--- src/rtl/lane_engine_pkg.sv ---
// Shared screen geometry, motion defaults and lane helpers for the traffic lane engine.
package lane_engine_pkg;

  localparam int unsigned SCREEN_W_DEF = 640;
  localparam int unsigned SCREEN_H_DEF = 480;
  localparam int unsigned STEP_DEF     = 2;
  localparam int unsigned TICK_DIV_DEF = 250000;
  localparam int unsigned LEVEL_W      = 4;

  typedef enum logic {
    DIR_RIGHT = 1'b0,
    DIR_LEFT  = 1'b1
  } dir_e;

  // Lanes repeat a four-step speed pattern across the screen.
  function automatic int unsigned lane_period_base(input int unsigned base, input int unsigned lane);
    return base + (lane % 4);
  endfunction

  function automatic int unsigned lane_start_x(input int unsigned lane, input int unsigned spacing,
                                               input int unsigned screen_w);
    return (lane * spacing) % screen_w;
  endfunction

endpackage

--- src/rtl/lane_mover.sv ---
// One traffic lane: counts movement ticks against a level-dependent period and steps
// its x-position with wrap-around in a fixed direction.
module lane_mover
  import lane_engine_pkg::*;
#(
  parameter int unsigned X_W         = 10,
  parameter int unsigned SCREEN_W    = SCREEN_W_DEF,
  parameter int unsigned STEP        = STEP_DEF,
  parameter int unsigned PERIOD_BASE = 4,
  parameter int unsigned START_X     = 0,
  parameter dir_e        DIR         = DIR_RIGHT
) (
  input  logic               CLK,
  input  logic               RST,
  input  logic               tick,
  input  logic [LEVEL_W-1:0] level,
  output logic [X_W-1:0]     x,
  output logic               moved
);

  localparam int unsigned CNT_W = $clog2(PERIOD_BASE + 1) + 1;
  localparam int unsigned XW1   = X_W + 1;

  logic [CNT_W-1:0] cnt;
  logic [CNT_W-1:0] cnt_inc;
  logic [CNT_W-1:0] period;
  logic             step_now;
  logic [X_W:0]     x_sum;
  logic [X_W:0]     x_next;

  // Period clamps at 1 once the level eats the whole base period.
  always_comb begin
    period = CNT_W'(1);
    if (32'(level) < PERIOD_BASE) begin
      period = CNT_W'(PERIOD_BASE - 32'(level));
    end
  end

  // >= lets a counter left above a freshly shortened period step on the next tick.
  assign cnt_inc  = cnt + CNT_W'(1);
  assign step_now = tick && (cnt_inc >= period);

  always_comb begin
    x_sum  = {1'b0, x} + XW1'(STEP);
    x_next = {1'b0, x};
    if (DIR == DIR_RIGHT) begin
      x_next = (x_sum < XW1'(SCREEN_W)) ? x_sum : x_sum - XW1'(SCREEN_W);
    end else begin
      x_next = ({1'b0, x} >= XW1'(STEP)) ? {1'b0, x} - XW1'(STEP)
                                         : {1'b0, x} + XW1'(SCREEN_W - STEP);
    end
  end

  always_ff @(posedge CLK) begin
    if (RST) begin
      cnt   <= '0;
      x     <= X_W'(START_X);
      moved <= 1'b0;
    end else begin
      moved <= step_now;
      if (tick) begin
        cnt <= step_now ? '0 : cnt_inc;
      end
      if (step_now) begin
        x <= X_W'(x_next);
      end
    end
  end

endmodule

--- src/rtl/lane_engine.sv ---
// Traffic lane engine: a shared movement-tick prescaler driving NUM_LANES lane movers
// that alternate direction and run faster as the level rises.
module lane_engine
  import lane_engine_pkg::*;
#(
  parameter int unsigned NUM_LANES     = 8,
  parameter int unsigned X_W           = 10,
  parameter int unsigned SCREEN_W      = SCREEN_W_DEF,
  parameter int unsigned STEP          = STEP_DEF,
  parameter int unsigned TICK_DIV      = TICK_DIV_DEF,
  parameter int unsigned BASE_PERIOD   = 4,
  parameter int unsigned START_SPACING = 80
) (
  input  logic                     CLK,
  input  logic                     RST,
  input  logic                     pause,
  input  logic [LEVEL_W-1:0]       level,
  output logic [NUM_LANES*X_W-1:0] lane_x,
  output logic [NUM_LANES-1:0]     step_mask,
  output logic                     tick
);

  localparam int unsigned PRE_W = $clog2(TICK_DIV);

  logic [PRE_W-1:0] pre_cnt;
  logic             at_top;

  // Pause gates the tick immediately so a held terminal count never fires.
  assign at_top = (pre_cnt == PRE_W'(TICK_DIV - 1));
  assign tick   = at_top && !pause;

  always_ff @(posedge CLK) begin
    if (RST) begin
      pre_cnt <= '0;
    end else if (!pause) begin
      pre_cnt <= at_top ? '0 : pre_cnt + PRE_W'(1);
    end
  end

  for (genvar i = 0; i < int'(NUM_LANES); i++) begin : g_lane
    lane_mover #(
      .X_W        (X_W),
      .SCREEN_W   (SCREEN_W),
      .STEP       (STEP),
      .PERIOD_BASE(lane_period_base(BASE_PERIOD, 32'(i))),
      .START_X    (lane_start_x(32'(i), START_SPACING, SCREEN_W)),
      .DIR        ((i % 2 == 0) ? DIR_RIGHT : DIR_LEFT)
    ) u_lane (
      .CLK  (CLK),
      .RST  (RST),
      .tick (tick),
      .level(level),
      .x    (lane_x[i*X_W +: X_W]),
      .moved(step_mask[i])
    );
  end

endmodule

--- config.mk ---
export PLATFORM = sky130hd
export DESIGN_NAME = lane_engine
export DESIGN_NICKNAME = d
export VERILOG_FILES = /design/src/rtl/lane_engine_pkg.sv /design/src/rtl/lane_mover.sv /design/src/rtl/lane_engine.sv
export SDC_FILE = /design/constraint.sdc
export NUM_CORES = 1
export LEC_CHECK = 0
export CELL_PAD_IN_SITES_DETAIL_PLACEMENT = 0
export CELL_PAD_IN_SITES_GLOBAL_PLACEMENT = 1
export CORE_UTILIZATION = 45
export CTS_CLUSTER_DIAMETER = 30
export DETAILED_ROUTE_END_ITERATION = 16
export DONT_BUFFER_PORTS = 1
export HOLD_SLACK_MARGIN = 0.12
export PLACE_DENSITY_LB_ADDON = 0.1
export RECOVER_POWER = 25
export SYNTH_ARGS = -nofsm -noshare
export SYNTH_HDL_FRONTEND = slang
export SYNTH_HIERARCHICAL = 1
export SYNTH_SLANG_ARGS = --single-unit
--- constraint.sdc ---
create_clock -name CLK -period 8.6 [get_ports CLK]
set_input_delay 1.72 -clock CLK [delete_from_list [all_inputs] [get_ports CLK]]
set_output_delay 1.72 -clock CLK [all_outputs]
set_load 0.05 [all_outputs]
==> results summary <==
The standard cell core area is roughly 18000 um^2. The kind of cell with the highest combined delay on the critical path is simple AND/OR/NAND/NOR gates. The maximum number of pins on one net before global-route repair is roughly 120.

The netlist area before placement is ~8200 um^2. Once placement completed, the tool counted placed cells totaling about 1.1k. The first global-routing pass estimated slightly below 30 mm of wire. The async set or reset register ratio after synthesis came out at 0. The hold violation total from the final report was 0. The via count of the first global-routing pass is 6223. The tree is rooted in a sky130_fd_sc_hd__clkbuf_16. The total detailed-routing wirelength is about 17 mm. The number of buffers created by CTS came out at 17. The combinational group share of total power came out at 0.037. The detail-routed via count per cell came out at about 5.8. The H-tree depth came out at 4. After layout, the minimum clock period comes to ~5 ns. The slew at the pin with the worst max-slew slack is around 1.1 ns.

The setup total negative slack is 0 ns. For the worst-skew pair, the clock arrives at the later sink with an insertion delay of 0.42 ns. The number of routed nets with antenna violations is 0. The area share of the largest cell type after synthesis came out at 0.3175. The first-pass iteration count of the detailed router came out at 5. The multi-input combinational cells in the finished layout cover a total of roughly 5200 um^2. The register area came out at around 2600 um^2. The setup-violating endpoint count in the final report is 0. The final layout contains between 900 and 1k nets. The wire-length estimate of the detail-placed layout is ~12 mm.

After detailed routing, the average wire length per cell comes to roughly 15 um. The number of design-rule violations left by the first detailed-router iteration is about 400. The tightest min-delay check is of the reg2reg type. The library cell contributing the largest single delay on the critical path is sky130_fd_sc_hd__and4_1.

The count of pins on the block boundary is 96. The maximum clock frequency is ~210 MHz. At the end of the flow the core is filled with cells to 0.5003. The internal portion of the total power is between 1 and 1.5 mW. The share of the Yosys chip area taken by registers is 0.3175.

TritonCTS built the clock tree. The maximum buffer depth of the clock tree came out at 2. The largest fanout of any net on the critical path came out at 18. Traced cell by cell, the critical path runs through and4b_1 -> and4_1. The endpoint required time on the critical path came out at 6.88 ns. IR analysis of the VDD net gives a maximum drop of 0.1491 mV.

The number of max-cap violations came out at 0. The global placer's final weighted congestion came out at between 0.8 and 0.9. The area growth from synthesis to layout came out at 7.021%.

The switching portion of total power came out at 0.2260. The leading area contributor after synthesis is sky130_fd_sc_hd__dfxtp_1. The diode insertion count for antenna repair came out at 0. The number of buffers and inverters on the critical path came out at 0.

The initial antenna violation count is 0. The overall track demand over capacity in global routing came out at 0.1912. The share of total power dissipated in the clock network is 0.521.

By count the netlist is led by sky130_fd_sc_hd__dfxtp_1, sky130_fd_sc_hd__nor2_1, sky130_fd_sc_hd__ha_1, sky130_fd_sc_hd__nand2_1, sky130_fd_sc_hd__a21oi_1. In the post-synthesis netlist, the biggest area contributors are sky130_fd_sc_hd__dfxtp_1, sky130_fd_sc_hd__ha_1, sky130_fd_sc_hd__nor2_1, sky130_fd_sc_hd__xnor2_1, sky130_fd_sc_hd__xor2_1. The net count of the mapped netlist is roughly 1.0k. The count of cells in the finished layout, fillers not included, comes to between 1k and 1.5k. On the final layout, the worst hold slack is about 0.47 ns.

The total via count after detailed routing is about 6.7k. The maximum single-stage delay on the critical path is about 1.0 ns. In the final layout, the share of cells above drive strength 1 is 0.09498. The total global routing overflow is 0.

The per-instance average area after synthesis came out at 8.648 um^2. Buffers placed on the I/O ports in this run total 0. The CTS sink count is 130. STA classifies the critical path endpoint as an output port.

The power spent charging and discharging nets is around 310 uW. For this run, the leading register cell type out of synthesis is sky130_fd_sc_hd__dfxtp_1. STA puts the critical path data arrival time at roughly 3.2 ns. The total setup buffers inserted after CTS is 0. In this run the critical register-to-register path is launched from pre_cnt[0]. The critical path starts at pause. The logic depth of the worst path, buffers included is 2. The number of hold buffers added after cts came out at 0. The site row count is 48.

Synthesis produced a netlist whose cell count is 948. The share of total power dissipated in sequential elements is 0.442. The remaining routing DRC violations is 0. The horizontal die dimension is 137.0 um. The clock transition at the register clock pins on the worst setup and hold paths after CTS came out at ~0.05 ns. The worst slack after detailed placement is 3.878 ns. The count of cells along the worst register-to-register path is 8. The power density over the cells came out at between 150 and 200 nW/um^2. The clock tree skew after final layout is between 0.009 and 0.01 ns. The leakage component of the power came out at between 3 and 4 nW. Setup repair after global routing left no endpoint under its margin. In this run the critical register-to-register path is captured at g_lane[1].u_lane/x[8]. The count of flip-flops with a built-in enable after synthesis came out at 0. The number of gates resized after CTS was 0. The total count of max-transition violations in the final report is 0.

The die covers 18760 um^2. The worst setup path is launched from an input port. The final setup slack of the worst path came out at between 3 and 4 ns.

The initial utilization of the core area, before any placement, comes to 0.4675. The fill cell instance count of the final layout is around 1.7k. The critical path in this run is classified as in2out. The flip-flop and latch count after synthesis is 130. The end of the critical path is tick. Among all cell types in the netlist, the one instantiated most often is sky130_fd_sc_hd__dfxtp_1.

The count of unique library cells instantiated by Yosys came out at 97. Across all register-to-register paths, the minimum setup slack is around 4.7 ns. The relative slew slack is 0.2425. The Yosys warning count is 6. In the finished design, the share of the clock period the worst path needs comes to 0.5671. The height of the chip is roughly 140 um. The run finished with clean final reports.
metal layers:
metal / up-vias / routed length, um / GRT usage
li1: 3357 / - / -
met1: 3179 / 7936 / 0.2237
met2: 139 / 8528 / 0.3339
met3: 13 / 840 / 0.05778
met4: 0 / 144 / 0.05556
met5: - / 0 / 0
through the flow:
stage | total power, mW | cell area, um^2
after floorplan | 0.6799 | 8198
after detailed placement | 0.6790 | 8188
after CTS | 1.411 | 8776
after global placement | 0.6763 | 8188
after global routing | 1.441 | 8773
final | 1.391 | 8773
layout by cell type (no fill, tap or decap), types with 20 or more instances in the layout:
master / synthesis / final
sky130_fd_sc_hd__a21oi_1: 48 / 48
sky130_fd_sc_hd__dfxtp_1: 130 / 130
sky130_fd_sc_hd__ha_1: 67 / 67
sky130_fd_sc_hd__inv_1: 36 / 36
sky130_fd_sc_hd__nand2_1: 67 / 67
sky130_fd_sc_hd__nand2b_1: 20 / 20
sky130_fd_sc_hd__nand3_1: 46 / 46
sky130_fd_sc_hd__nand4_1: 23 / 23
sky130_fd_sc_hd__nor2_1: 88 / 88
sky130_fd_sc_hd__nor3_1: 36 / 36
sky130_fd_sc_hd__o21ai_0: 29 / 29
sky130_fd_sc_hd__xnor2_1: 37 / 37
sky130_fd_sc_hd__xor2_1: 30 / 30
state kept, by name, indices dropped and copies added (netlist names):
name,cells
g_lane.u_lane/cnt,32
g_lane.u_lane/moved,8
g_lane.u_lane/x,72
pre_cnt,18
area by class of cell:
type,instances,area share
clock inverters,10,0.01226
repair buffers,1,0.0008557
flip-flops and latches,130,0.2966
multi-input cells,739,0.5880
well taps,225,0.03209
inverters,36,0.01540
clock buffers,21,0.05476
worst reg2reg max path: cells and delay by family, from the launching register on:
| kind | cells | cell delay (ns) |
|---|---|---|
| flops | 1 | 0.36 |
| compound gates | 1 | 0.28 |
| mux | 1 | 0.30 |
| simple gates | 4 | 2.07 |
| buf+inv | 1 | 0.62 |
| fa+ha+maj | 1 | 0.17 |
power groups by stage:
stage	combinational (mW)	clock (mW)	sequential [mW]
3_5_place_dp	0.0508	0	0.628
3_3_place_gp	0.0485	0	0.628
6_report	0.0509	0.725	0.615
5_1_grt	0.0569	0.769	0.615
4_1_cts	0.0511	0.745	0.615
2_1_floorplan	0.0531	0	0.627
kinds of logic (layout without fill, tap and decap cells):
family                     after synthesis  in the layout  synth area share
muxes                                   25             25           0.03159
adders and majority gates               67             67            0.1023
xor gates and xnor gates                67             67           0.07158
AOI/OAI and AO/OA                      156            156            0.1386
DFF                                    130            130            0.3175
other                                   12             12          0.005494
buffers and inverters                   79             68           0.05311
and+or+nand+nor                        412            412            0.2799
worst min-delay path by stage:
stage                                  from                 endpoint  depth (start not counted)
CTS                 g_lane[3].u_lane/cnt[3]  g_lane[3].u_lane/cnt[3]                          2
floorplan           g_lane[6].u_lane/cnt[3]  g_lane[6].u_lane/cnt[3]                          2
global placement    g_lane[6].u_lane/cnt[3]  g_lane[6].u_lane/cnt[3]                          2
finish              g_lane[2].u_lane/cnt[3]  g_lane[2].u_lane/cnt[3]                          2
global route        g_lane[3].u_lane/cnt[3]  g_lane[3].u_lane/cnt[3]                          2
detailed placement  g_lane[3].u_lane/cnt[3]  g_lane[3].u_lane/cnt[3]                          2
(Power assumes the default switching activity.)
